## src/rtl/stdp_pkg.sv

```systemverilog
// Shared constants and direction encoding for the STDP weight-update engine.
package stdp_pkg;

    localparam int unsigned WEIGHT_W = 8;
    localparam int unsigned CNT_W    = 4;
    localparam int unsigned WINDOW   = 15;
    localparam int unsigned A_PLUS   = 16;
    localparam int unsigned A_MINUS  = 16;
    localparam int unsigned W_INIT   = 128;
    localparam int unsigned W_MAX    = 255;
    localparam int unsigned W_MIN    = 0;

    // Matches the ltp output bit: 1 = potentiation, 0 = depression.
    typedef enum logic {
        DirLtd = 1'b0,
        DirLtp = 1'b1
    } dir_e;

endpackage

```

## src/rtl/stdp_weight_update_if.sv

```systemverilog
// Spike inputs, weight control and update outputs of the STDP engine.
interface stdp_weight_update_if #(
    parameter int unsigned WEIGHT_W = stdp_pkg::WEIGHT_W,
    parameter int unsigned CNT_W    = stdp_pkg::CNT_W
);

    logic                en;
    logic                pre_spike;
    logic                post_spike;
    logic                weight_load;
    logic [WEIGHT_W-1:0] weight_load_val;
    logic [WEIGHT_W-1:0] weight;
    logic [CNT_W-1:0]    time_diff;
    logic                ltp;
    logic                update_w_flag;

    modport master (
        output en,
        output pre_spike,
        output post_spike,
        output weight_load,
        output weight_load_val,
        input  weight,
        input  time_diff,
        input  ltp,
        input  update_w_flag
    );

    modport slave (
        input  en,
        input  pre_spike,
        input  post_spike,
        input  weight_load,
        input  weight_load_val,
        output weight,
        output time_diff,
        output ltp,
        output update_w_flag
    );

endinterface

```

## src/rtl/spike_timer.sv

```systemverilog
// Spike trace: interval counter restarted by each spike, expiring after WINDOW cycles.
module spike_timer #(
    parameter int unsigned CNT_W  = 4,
    parameter int unsigned WINDOW = 15
) (
    input  logic             clk,
    input  logic             rst,
    input  logic             spike_i,
    input  logic             consume_i,
    output logic [CNT_W-1:0] timer_o,
    output logic             valid_o
);

    localparam logic [CNT_W-1:0] WinMax = CNT_W'(WINDOW);

    logic [CNT_W-1:0] timer_q, timer_d;
    logic             valid_q, valid_d;

    always_comb begin
        timer_d = timer_q;
        valid_d = valid_q;
        if (spike_i) begin
            timer_d = CNT_W'(1);
            valid_d = 1'b1;
        end else if (consume_i) begin
            // Nearest-neighbour pairing: a used trace cannot pair again.
            timer_d = '0;
            valid_d = 1'b0;
        end else if (valid_q && (timer_q < WinMax)) begin
            timer_d = timer_q + CNT_W'(1);
        end else if (timer_q == WinMax) begin
            valid_d = 1'b0;
        end
    end

    always_ff @(posedge clk or posedge rst) begin
        if (rst) begin
            timer_q <= '0;
            valid_q <= 1'b0;
        end else begin
            timer_q <= timer_d;
            valid_q <= valid_d;
        end
    end

    assign timer_o = timer_q;
    assign valid_o = valid_q;

endmodule

```

## src/rtl/stdp_weight_update.sv

```systemverilog
// STDP engine: pairs pre/post spikes (stage 1) and applies a shift-decayed,
// saturating weight change one cycle later (stage 2).
module stdp_weight_update #(
    parameter int unsigned WEIGHT_W = stdp_pkg::WEIGHT_W,
    parameter int unsigned CNT_W    = stdp_pkg::CNT_W,
    parameter int unsigned WINDOW   = stdp_pkg::WINDOW,
    parameter int unsigned A_PLUS   = stdp_pkg::A_PLUS,
    parameter int unsigned A_MINUS  = stdp_pkg::A_MINUS,
    parameter int unsigned W_INIT   = stdp_pkg::W_INIT,
    parameter int unsigned W_MAX    = stdp_pkg::W_MAX,
    parameter int unsigned W_MIN    = stdp_pkg::W_MIN
) (
    input  logic                 clk,
    input  logic                 rst,
    stdp_weight_update_if.slave  bus_io
);

    import stdp_pkg::*;

    localparam logic [WEIGHT_W:0]   APlusExt  = (WEIGHT_W + 1)'(A_PLUS);
    localparam logic [WEIGHT_W:0]   AMinusExt = (WEIGHT_W + 1)'(A_MINUS);
    localparam logic [WEIGHT_W:0]   WMaxExt   = (WEIGHT_W + 1)'(W_MAX);
    localparam logic [WEIGHT_W:0]   WMinExt   = (WEIGHT_W + 1)'(W_MIN);
    localparam logic [WEIGHT_W-1:0] WMax      = WEIGHT_W'(W_MAX);
    localparam logic [WEIGHT_W-1:0] WMin      = WEIGHT_W'(W_MIN);
    localparam logic [WEIGHT_W-1:0] WInit     = WEIGHT_W'(W_INIT);

    logic [CNT_W-1:0] pre_timer, post_timer;
    logic             pre_valid, post_valid;
    logic             pair_ltp, pair_ltd;

    // Stage-1 state: flag plus the interval/direction that stage 2 consumes.
    logic             flag_q, flag_d;
    logic [CNT_W-1:0] time_diff_q, time_diff_d;
    dir_e             ltp_q, ltp_d;

    logic [WEIGHT_W-1:0] weight_q, weight_d;
    logic [WEIGHT_W:0]   delta, w_ext, w_sum;
    logic [WEIGHT_W-1:0] w_up, w_dn;
    logic                w_under;

    spike_timer #(
        .CNT_W  (CNT_W),
        .WINDOW (WINDOW)
    ) u_pre_timer (
        .clk       (clk),
        .rst       (rst),
        .spike_i   (bus_io.pre_spike),
        .consume_i (pair_ltp),
        .timer_o   (pre_timer),
        .valid_o   (pre_valid)
    );

    spike_timer #(
        .CNT_W  (CNT_W),
        .WINDOW (WINDOW)
    ) u_post_timer (
        .clk       (clk),
        .rst       (rst),
        .spike_i   (bus_io.post_spike),
        .consume_i (pair_ltd),
        .timer_o   (post_timer),
        .valid_o   (post_valid)
    );

    // Coincident pre and post spikes never pair; both traces simply restart.
    assign pair_ltp = bus_io.en & bus_io.post_spike & ~bus_io.pre_spike & pre_valid;
    assign pair_ltd = bus_io.en & bus_io.pre_spike & ~bus_io.post_spike & post_valid;

    always_comb begin
        flag_d      = pair_ltp | pair_ltd;
        time_diff_d = time_diff_q;
        ltp_d       = ltp_q;
        if (pair_ltp) begin
            time_diff_d = pre_timer;
            ltp_d       = DirLtp;
        end else if (pair_ltd) begin
            time_diff_d = post_timer;
            ltp_d       = DirLtd;
        end
    end

    always_comb begin
        delta   = ((ltp_q == DirLtp) ? APlusExt : AMinusExt) >> (time_diff_q - CNT_W'(1));
        w_ext   = {1'b0, weight_q};
        w_sum   = w_ext + delta;
        w_up    = (w_sum > WMaxExt) ? WMax : w_sum[WEIGHT_W-1:0];
        w_under = w_ext < (WMinExt + delta);
        w_dn    = w_under ? WMin : (weight_q - delta[WEIGHT_W-1:0]);
    end

    // A load wins over stage 2 and discards the in-flight update.
    always_comb begin
        weight_d = weight_q;
        if (bus_io.weight_load) begin
            weight_d = bus_io.weight_load_val;
        end else if (flag_q) begin
            weight_d = (ltp_q == DirLtp) ? w_up : w_dn;
        end
    end

    always_ff @(posedge clk or posedge rst) begin
        if (rst) begin
            flag_q      <= 1'b0;
            time_diff_q <= '0;
            ltp_q       <= DirLtd;
            weight_q    <= WInit;
        end else begin
            flag_q      <= flag_d;
            time_diff_q <= time_diff_d;
            ltp_q       <= ltp_d;
            weight_q    <= weight_d;
        end
    end

    assign bus_io.weight        = weight_q;
    assign bus_io.time_diff     = time_diff_q;
    assign bus_io.ltp           = ltp_q;
    assign bus_io.update_w_flag = flag_q;

endmodule
```

## src/flat_wrapper.sv

```systemverilog
// flat-port wrapper written by rule: the top's interface ports become plain ports
module stdp_weight_update_flat import stdp_pkg::*;
#(
    parameter int unsigned WEIGHT_W = stdp_pkg::WEIGHT_W,
    parameter int unsigned CNT_W    = stdp_pkg::CNT_W,
    parameter int unsigned WINDOW   = stdp_pkg::WINDOW,
    parameter int unsigned A_PLUS   = stdp_pkg::A_PLUS,
    parameter int unsigned A_MINUS  = stdp_pkg::A_MINUS,
    parameter int unsigned W_INIT   = stdp_pkg::W_INIT,
    parameter int unsigned W_MAX    = stdp_pkg::W_MAX,
    parameter int unsigned W_MIN    = stdp_pkg::W_MIN
)
  (clk, rst, bus_io_en, bus_io_pre_spike, bus_io_post_spike, bus_io_weight_load, bus_io_weight_load_val, bus_io_weight, bus_io_time_diff, bus_io_ltp, bus_io_update_w_flag);
  stdp_weight_update_if #(.WEIGHT_W(WEIGHT_W), .CNT_W(CNT_W)) bus_io_i ();
  input  logic clk;
  input  logic rst;
  input wire logic [$bits(bus_io_i.en)-1:0] bus_io_en;
  input wire logic [$bits(bus_io_i.pre_spike)-1:0] bus_io_pre_spike;
  input wire logic [$bits(bus_io_i.post_spike)-1:0] bus_io_post_spike;
  input wire logic [$bits(bus_io_i.weight_load)-1:0] bus_io_weight_load;
  input wire logic [$bits(bus_io_i.weight_load_val)-1:0] bus_io_weight_load_val;
  output wire logic [$bits(bus_io_i.weight)-1:0] bus_io_weight;
  output wire logic [$bits(bus_io_i.time_diff)-1:0] bus_io_time_diff;
  output wire logic [$bits(bus_io_i.ltp)-1:0] bus_io_ltp;
  output wire logic [$bits(bus_io_i.update_w_flag)-1:0] bus_io_update_w_flag;
  assign bus_io_i.en = bus_io_en;
  assign bus_io_i.pre_spike = bus_io_pre_spike;
  assign bus_io_i.post_spike = bus_io_post_spike;
  assign bus_io_i.weight_load = bus_io_weight_load;
  assign bus_io_i.weight_load_val = bus_io_weight_load_val;
  assign bus_io_weight = bus_io_i.weight;
  assign bus_io_time_diff = bus_io_i.time_diff;
  assign bus_io_ltp = bus_io_i.ltp;
  assign bus_io_update_w_flag = bus_io_i.update_w_flag;
  stdp_weight_update #(.WEIGHT_W(WEIGHT_W), .CNT_W(CNT_W), .WINDOW(WINDOW), .A_PLUS(A_PLUS), .A_MINUS(A_MINUS), .W_INIT(W_INIT), .W_MAX(W_MAX), .W_MIN(W_MIN)) u_core (.clk(clk), .rst(rst), .bus_io(bus_io_i));
endmodule
```

## config.mk

```make
export PLATFORM = sky130hd
export DESIGN_NAME = stdp_weight_update_flat
export DESIGN_NICKNAME = d
export VERILOG_FILES = /design/src/rtl/stdp_pkg.sv /design/src/rtl/stdp_weight_update_if.sv /design/src/rtl/spike_timer.sv /design/src/rtl/stdp_weight_update.sv /design/src/flat_wrapper.sv
export SDC_FILE = /design/constraint.sdc
export NUM_CORES = 1
export LEC_CHECK = 0
export CORE_ASPECT_RATIO = 2
export CORE_UTILIZATION = 39
export DETAILED_ROUTE_END_ITERATION = 16
export PLACE_DENSITY = 0.65
export RECOVER_POWER = 25
export SYNTH_ARGS = -nofsm -noshare
export SYNTH_HDL_FRONTEND = slang
export SYNTH_SLANG_ARGS = --single-unit
```

## constraint.sdc

```tcl
create_clock -name clk -period 6.43 [get_ports clk]
set_input_delay 0.9645 -clock clk [delete_from_list [all_inputs] [get_ports clk]]
set_output_delay 0.9645 -clock clk [all_outputs]
set_load 0.03 [all_outputs]
```

Word-level counts from Yosys, hierarchy flattened. Index checks and enable logic that the tools add are counted.

Logic and storage cells: 64. Input bits: 14. Output and inout bits: 14. Flip-flop bits (word level): 24.

Order comparisons: 4. Reduce and logical (&&, ||, !) cells: 10. Equality and inequality tests: 4. Shifts and indexed selects: 1. $add $sub $neg: 5. Bitwise logic cells: 9. Muxes and demuxes: 23.

Operators by type and width (count): $mux W8 (5); $mux W4 (8); $reduce_bool A3 Y1 (4); $mux W1 (10); $add A8 B9 Y9 (1); $gt A9 B8 Y1 const B (1); $lt A8 B9 Y1 (1); $shr A5 B4 Y9 const A (1); $add A4 B1 Y4 const B (2); $eq A4 B4 Y1 const B (2); $lt A4 B4 Y1 const B (2); $sub A8 B8 Y8 (1); $and A1 B1 Y1 (6); $ne A3 B2 Y1 const B (2); $reduce_and A2 Y1 (2); $reduce_bool A2 Y1 (2); $sub A4 B1 Y4 const B (1); $logic_and A1 B1 Y1 (2); $not A1 Y1 (2); $or A1 B1 Y1 (1).

Logic depth before layout (Yosys ltp). Gate-level depths: netlist of the first run.

Depth after elaboration: 8. Gate-level depth with buffers: 10. Mapped depth without buffers: 10.

Cells and area by module. Synthesis of the first run repeated with hierarchy kept, for this count alone.

Cell total of the unflattened synthesis: 217. Area total of the unflattened synthesis: 1883.1 um^2.

By module, submodules not included: stdp_weight_update (cells an instance 163, area each 1357.6 um^2, seq. area each 351.6 um^2, times used 1); spike_timer (cells an instance 27, area each 262.8 um^2, seq. area each 125.1 um^2, times used 2).

Worst setup path before layout of the first run. Ideal clock, no wire load.

Kind: register to register. From: reg u_core.time_diff_q[3] (netlist: u_core.bus_io.time_diff[3]). To: reg u_core.weight_q[4] (netlist: u_core.bus_io.weight[4]). Data required time: 6299 ps. Clock period less this slack: 2467 ps. Arrival time: 2336 ps. Stages on the path, launching flop included: 10. Library setup time: 131 ps. Buffers on the path: 0. Setup slack: 3963 ps. Path through: dfrtp_1 nor2_1 nand2_1 or2_2 fa_1 a211oi_1 o21bai_1 nand4_1 a221oi_1 nor3_1.

Longest elaborated chain between the ends: 8. Elaborated cells between the ends (all ways): 11. Classes of those cells: 3 x add/sub; 2 x order compare; 1 x shift; 5 x mux.

Ends and longest elaborated chain: start: declaration (line stdp_weight_update.sv:34) `logic [CNT_W-1:0] time_diff_q, time_diff_d;`; start signal: assignment (line stdp_weight_update.sv:110) `time_diff_q <= time_diff_d;`; $sub A4 B1 Y4 (*) (line stdp_weight_update.sv:84) `delta = ((ltp_q == DirLtp) ? APlusExt : AMinusExt) >> (time_diff_q - CNT_W'(1));`; $shr A5 B4 Y9 (*) (line stdp_weight_update.sv:84); $add A8 B9 Y9 (line stdp_weight_update.sv:86) `w_sum = w_ext + delta;`; $gt A9 B8 Y1 (line stdp_weight_update.sv:87) `w_up = (w_sum > WMaxExt) ? WMax : w_sum[WEIGHT_W-1:0];`; $mux W8 (line stdp_weight_update.sv:87); $mux W8 (*) (line stdp_weight_update.sv:98) `weight_d = (ltp_q == DirLtp) ? w_up : w_dn;`; $mux W8 (*) (line stdp_weight_update.sv:97) `end else if (flag_q) begin`; $mux W8 (*) (line stdp_weight_update.sv:95) `if (bus_io.weight_load) begin`; end signal: assignment (line stdp_weight_update.sv:107) `weight_q <= WInit;`; end signal: assignment (line stdp_weight_update.sv:112) `weight_q <= weight_d;`; end: declaration (line stdp_weight_update.sv:37) `logic [WEIGHT_W-1:0] weight_q, weight_d;`.

Mark *: on every way between the ends. The rest lies on a longest branch, timed or not. The select of a mux whose other input is x is not followed. A chain may end at the register's enable or synchronous reset.

Final worst setup path of the first run. Ends and elaborated chain as after synthesis.

==> results.tsv, run 1 <==
metric	value	unit
postCtsSetupBuffers	0	
p_switching	0.234	mW
diodes	0	
nFillCells	482	
max-cap-violations	0	
min_period_over_period	0.422	
cp-end-kind	flip-flop	
syn_area_per_cell	8.30	um^2
drt_iter0_markers	42	
area_delta_synth_final	18.0	%
clkSlewWorstSetupHoldPaths	0.09	ns
synthesis.area	1870	um^2
drt_wl_total	5.17	mm
cts_buffers	3	
cp_slowest_stage_delay	0.45	ns
ctsHtreeMaxLevel	1	
setup_viol	0	
clockBufferDepth	2	
fin_setup_tns	0	ns
worst_setup_path_start_kind	flip-flop	
postSynthCellCount	225	
nNetsFinal	275	
power_frac_seq	0.370	
combPwrFrac	0.448	
p_int	0.334	mW
async_reset_ff_frac	1.00	
drive_gt1_frac	0.0488	
yosysSeqAreaShare	0.322	
cts_tree	built	
ys_seq_elements	24	
cts_resized	0	
synth_fp_nets	253	
hpwl	4.19	mm
place.gp.congestion	0.905	
whs	0.583	ns
vias	1734	
power	0.569	mW
tightest_slew	0.928	ns
fmax	369	MHz
switching_share	0.412	
cp_max_fo	5	
path_class	flip-flop to flip-flop	
outcome	completed	
arrival	2.86	ns
fp-row-count	35	
vdd_ir_drop_max	195	uV
start_util	0.406	
grt_pass1_wl	8.40	mm
crit_chain	nor2_1 > and3_1 > ha_1 > inv_1 > fa_1 > a211oi_1 > o21bai_1 > nand4_1 > a221oi_1 > nor3_1	
crit_buf_inv	1	
via_per_inst	5.76	
synth-main-ff-cell	dfrtp_1	
critPathTopFamily	compound AO/OA/AOI/OAI gates	
grt_pass1_vias	1790	
wl_per_cell	17.2	um
clock_latency	0.26	ns
antenna_found_initial	0	
finClkSkew	0.00341	ns
pwr-share-clk	0.182	
drc	0	
cts_sinks	24	
yosys.cell_types.count	51	
yosys_warnings	0	
die_area	5080	um^2
rsz0062_at_grt	no	
cpMaxStageDelayCell	fa_1	
critPathRequiredTime	6.57	ns
grt_usage	0.222	
hold_path.class	flip-flop to flip-flop	
die_x	50.9	um
period_needed	2.71	ns
grt-ovfl-total	0	
cts-root-buf	clkbuf_8	
finalMaxSlewViolations	0	
pin_count	28	
leakage	0.964	nW
portBuffers	27	
first_pass_iters	4	
synth_edf_count	0	
power.density	258	nW/um^2
hold_violations	0	
hold_buffers	0	
die_y	99.8	um
final_antenna_net_count	0	
core	4600	um^2
grt_max_degree	25	
slew_headroom	0.381	
## power by group through the flow
stage	clock network (mW)	logic (mW)	registers, mW
6_report	0.103	0.255	0.210
2_1_floorplan	0	0.162	0.225
3_5_place_dp	0	0.254	0.214
4_1_cts	0.106	0.255	0.210
5_1_grt	0.114	0.277	0.215
3_3_place_gp	0	0.253	0.213
## registers in the layout, indices dropped and copies added (netlist names)
register,flops
u_core.u_post_timer.timer_o,4
u_core.bus_io.update_w_flag,1
u_core.u_post_timer.valid_o,1
u_core.bus_io.weight,8
u_core.u_pre_timer.timer_o,4
u_core.bus_io.time_diff,4
u_core.bus_io.ltp,1
u_core.u_pre_timer.valid_o,1
## final timing paths
path	startpoint	depth (start not counted)	slack, ns	end
setup / recovery	u_core.bus_io.time_diff[3]	10	3.72	u_core.bus_io.weight[4]
hold reg to reg	u_core.u_pre_timer.timer_o[1]	2	0.58	u_core.u_pre_timer.timer_o[1]
min in group asynchronous	rst	2	1.33	u_core.u_pre_timer.valid_o
hold / removal	u_core.u_pre_timer.timer_o[1]	2	0.58	u_core.u_pre_timer.timer_o[1]
max in group asynchronous	rst	2	4.52	u_core.u_post_timer.timer_o[3]
setup reg to reg	u_core.bus_io.time_diff[3]	10	3.72	u_core.bus_io.weight[4]
## layout make-up
type                       count  area (um^2)  share of cell area
clock buffer                   4         55.1              0.0250
inverter                      13         48.8              0.0221
multi-input combinational    178         1160               0.526
sequential                    24          602               0.273
timing repair buffer          27          270               0.123
tap                           55         68.8              0.0312
## worst reg2reg max path, stage by stage (launching register included)
cell      delay (ns)
dfrtp_1         0.43
nor2_1          0.14
and3_1          0.19
ha_1            0.18
inv_1           0.06
fa_1            0.45
a211oi_1        0.32
o21bai_1        0.19
nand4_1         0.12
a221oi_1        0.40
nor3_1          0.11
## cell families (layout without fill, tap and decap cells)
kind of cell             after synthesis  count (layout)  synth area share
adder cells (fa/ha/maj)               14              14             0.102
multiplexers                           3               3            0.0161
XOR/XNOR                               7               7            0.0328
AO/OA/AOI/OAI                         57              57             0.196
AND/OR/NAND/NOR                       97              97             0.273
flip-flops                            24              24             0.322
buffers and inverters                 23              44            0.0570
## metal layers
| layer | global-route usage | wire (um) | vias to the layer above |
|---|---|---|---|
| met5 | 0 | 0 | - |
| met4 | 0.152 | 331 | 0 |
| met3 | 0.0197 | 124 | 18 |
| met2 | 0.424 | 3020 | 46 |
| met1 | 0.208 | 1700 | 826 |
| li1 | - | - | 844 |
## stage by stage
step                setup slack, ns   util  std cells  area, um^2
global placement               3.72  0.467        297        2150
global route                   3.65  0.479        301        2200
detailed placement             3.71  0.467        297        2150
CTS                            3.74  0.479        301        2200
finish                         3.72  0.479        301        2200
floorplan                      3.96      -        225        1870
## synth_stat cells, types with 2 or more instances
master | instances | area share
nand4_1 | 5 | 0.017
dfrtp_1 | 23 | 0.31
o31ai_1 | 2 | 0.0080
o2111ai_1 | 2 | 0.0094
ha_1 | 12 | 0.080
nor3b_1 | 3 | 0.012
xnor2_1 | 2 | 0.0094
and3_1 | 3 | 0.010
clkbuf_1 | 6 | 0.012
a211oi_1 | 5 | 0.020
nand2b_1 | 6 | 0.020
a21o_1 | 2 | 0.0080
buf_6 | 2 | 0.012
inv_1 | 13 | 0.026
or3_1 | 7 | 0.023
or2_2 | 2 | 0.0067
nand3_1 | 5 | 0.013
a31oi_1 | 7 | 0.023
a21oi_1 | 14 | 0.038
fa_1 | 2 | 0.021
mux2i_1 | 3 | 0.016
o21ai_0 | 12 | 0.032
o211ai_1 | 2 | 0.0080
xor2_1 | 5 | 0.023
nor2_1 | 19 | 0.038
nand2_1 | 23 | 0.046
nor3_1 | 10 | 0.027
nor2b_1 | 5 | 0.017
## cell usage in the layout (no fill, tap or decap), types with 7 or more instances in the layout
cell type	count
dfrtp_1	23
nor2_1	19
a21oi_1	14
or3_1	7
ha_1	12
a31oi_1	7
inv_1	13
nor3_1	10
o21ai_0	12
clkdlybuf4s50_1	25
nand2_1	23
No activity file was read; power rests on OpenSTA's default activity.
==> run 2: changes to the inputs <==
--- a/config.mk
+++ b/config.mk
@@ -8,7 +8,7 @@
 export CORE_ASPECT_RATIO = 2
 export CORE_UTILIZATION = 39
 export DETAILED_ROUTE_END_ITERATION = 16
-export PLACE_DENSITY = 0.65
+export PLACE_DENSITY = 0.67
 export RECOVER_POWER = 25
 export SYNTH_ARGS = -nofsm -noshare
 export SYNTH_HDL_FRONTEND = slang
==> constraint.sdc (replaced) <==
create_clock -name clk -period 2.35 [get_ports clk]
set_input_delay 0.3525 -clock clk [delete_from_list [all_inputs] [get_ports clk]]
set_output_delay 0.3525 -clock clk [all_outputs]
set_load 0.03 [all_outputs]
==> results.tsv, run 2 (same netlist as run 1, synthesis figures left out) <==
metric	value	unit	change
fin_util	0.576		+0.0969
rsz0062_at_grt	yes		
drive_gt1_frac	0.267		+0.218
r2r-end	u_core.bus_io.weight[4]		
max-cap-violations	0		unchanged
slew_headroom	0.0424		-0.338
clkSlewWorstSetupHoldPaths	0.09	ns	about the same
area_delta_synth_final	41.9	%	
hold_violations	0		unchanged
clockBufferDepth	2		unchanged
antenna_found_initial	0		unchanged
setup_viol	2		+2
finClkSkew	0.00182	ns	-0.00159 ns
final_cell_mix	buf_4, clkdlybuf4s50_1, nand2_1		
critPathTopFamily	compound AO/OA/AOI/OAI gates		
hp-start	u_core.u_pre_timer.timer_o[1]		
fin_setup_tns	-0.0278	ns	-0.0278 ns
power.density	716	nW/um^2	+180%
final_antenna_net_count	0		unchanged
portBuffers	27		unchanged
die_x	50.9	um	unchanged
arrival	2.54	ns	-0.32 ns
drc	0		unchanged
cp_max_fo	5		unchanged
hpwl	4.13	mm	-1.4%
power	1.90	mW	+230%
cts-root-buf	clkbuf_8		
die_area	5080	um^2	unchanged
drt_wl_total	5.55	mm	+7.4%
layout_commonest_cell	buf_4		
crit_buf_inv	1		unchanged
core	4600	um^2	unchanged
fmax	421	MHz	+14%
cts_buffers	3		unchanged
clock_latency	0.27	ns	about the same
start_util	0.406		unchanged
worst_slack	-0.0244	ns	-3.74 ns
grt_usage	0.231		+0.00891
die_y	99.8	um	unchanged
min_to	u_core.u_pre_timer.timer_o[1]		
reg2reg_depth	10		unchanged
wl_per_cell	16.7	um	-2.6%
worstHoldPathCells	2		unchanged
grt_max_degree	25		unchanged
via_per_inst	5.66		-1.7%
grt_pass1_wl	8.81	mm	+4.9%
grt-ovfl-total	0		unchanged
largest_reg_flops	8		unchanged
min_period_over_period	1.01		+0.589
cpMaxStageDelayCell	dfrtp_2		
path_class	flip-flop to flip-flop		
pin_count	28		unchanged
layout.cells.non_filler	332		+10%
fp-row-count	35		unchanged
leakage	1.14	nW	+18%
critPathRequiredTime	2.51	ns	-4.06 ns
nNetsFinal	306		+11%
crit_chain	nor2_4 > and3_4 > ha_4 > inv_2 > fa_2 > a211oi_4 > o21bai_4 > nand4_1 > a221oi_2 > nor3_1		
vias	1880		+8.4%
outcome	finished, violations left		
placedCellCount	321		+8.1%
crit_path_start	u_core.bus_io.time_diff[3]		
cts_sinks	24		unchanged
hold_path.class	flip-flop to flip-flop		
cp_slowest_stage_delay	0.46	ns	about the same
worstReg2RegStart	u_core.bus_io.time_diff[3]		
cp-end-kind	flip-flop		
tightest_slew	1.44	ns	+0.508 ns
ctsHtreeMaxLevel	1		unchanged
reg2reg_setup_slack	-0.02	ns	-3.74 ns
grt_pass1_vias	1943		+8.5%
violations	setup timing		
drt_iter0_markers	27		-36%
place.gp.congestion	0.996		+10%
vdd_ir_drop_max	542	uV	+180%
finalMaxSlewViolations	0		unchanged
period_needed	2.37	ns	-0.338 ns
first_pass_iters	6		+2
diodes	0		unchanged
whs	0.581	ns	-0.00275 ns
cts_tree	built		
worst_setup_path_start_kind	flip-flop		
-- run 2: cell types whose count changed in the layout (fill, tap and decap cells not counted), moves of 3 or more --
| cell | previous run | this run |
|---|---|---|
| dfrtp_1 | 23 | 20 |
| dfrtp_2 | 0 | 3 |
| ha_1 | 12 | 6 |
| buf_4 | 0 | 28 |
| ha_4 | 0 | 6 |
-- run 2: timing repair --
item | 4_1_cts | 5_1_grt
setup endpoints to repair | 8 | 8
pin swaps | 8 | 14
hold buffers | 0 | 0
resized for setup | 20 | 21
gates cloned | 0 | 0
hold endpoints to repair | 0 | 0
setup buffers | 4 | 3
-- run 2: metal layers --
layer,vias to the layer above,track usage,share of wire
met5,-,0,0
met4,0,0.132,0.048
met3,20,0.0242,0.022
met2,46,0.448,0.59
met1,905,0.219,0.34
li1,909,-,-
-- run 2: where the power goes --
part           internal (mW)  total (mW)  switching [mW]  leakage (nW)
logic                  0.516        1.04           0.521         0.828
clock network          0.150       0.294           0.145        0.0288
registers              0.472       0.565          0.0928         0.284
-- run 2: worst min-delay path: cells and delay by family, from the launching register on --
kind,cells,cell delay (ns)
simple gates,1,0.07
flops,1,0.42
compound gates,1,0.05
-- run 2: final cells by class --
type	count	area [um^2]
Multi-Input combinational cell	178	1360
Sequential cell	24	606
Tap cell	55	68.8
Clock buffer	4	55.1
Timing Repair Buffer	58	507
Inverter	13	48.8
Fill cell	419	1950
-- run 2: metrics by stage --
step,cell area [um^2],setup WS (ns)
2_1_floorplan,1870,0.00161
3_3_place_gp,2330,-0.158
3_5_place_dp,2330,-0.198
4_1_cts,2530,0.00669
5_1_grt,2650,-0.0986
6_report,2650,-0.0244
-- run 2: how the worst max path moves through the flow --
stage	slack, ns	cells past startpoint	endpoint
3_5_place_dp	-0.20	9	u_core.bus_io.weight[4]
6_report	-0.02	10	u_core.bus_io.weight[4]
5_1_grt	-0.1	9	u_core.bus_io.weight[2]
3_3_place_gp	-0.16	10	u_core.bus_io.weight[4]
2_1_floorplan	0.002	9	u_core.bus_io.weight[4]
4_1_cts	0.007	10	u_core.bus_io.weight[4]
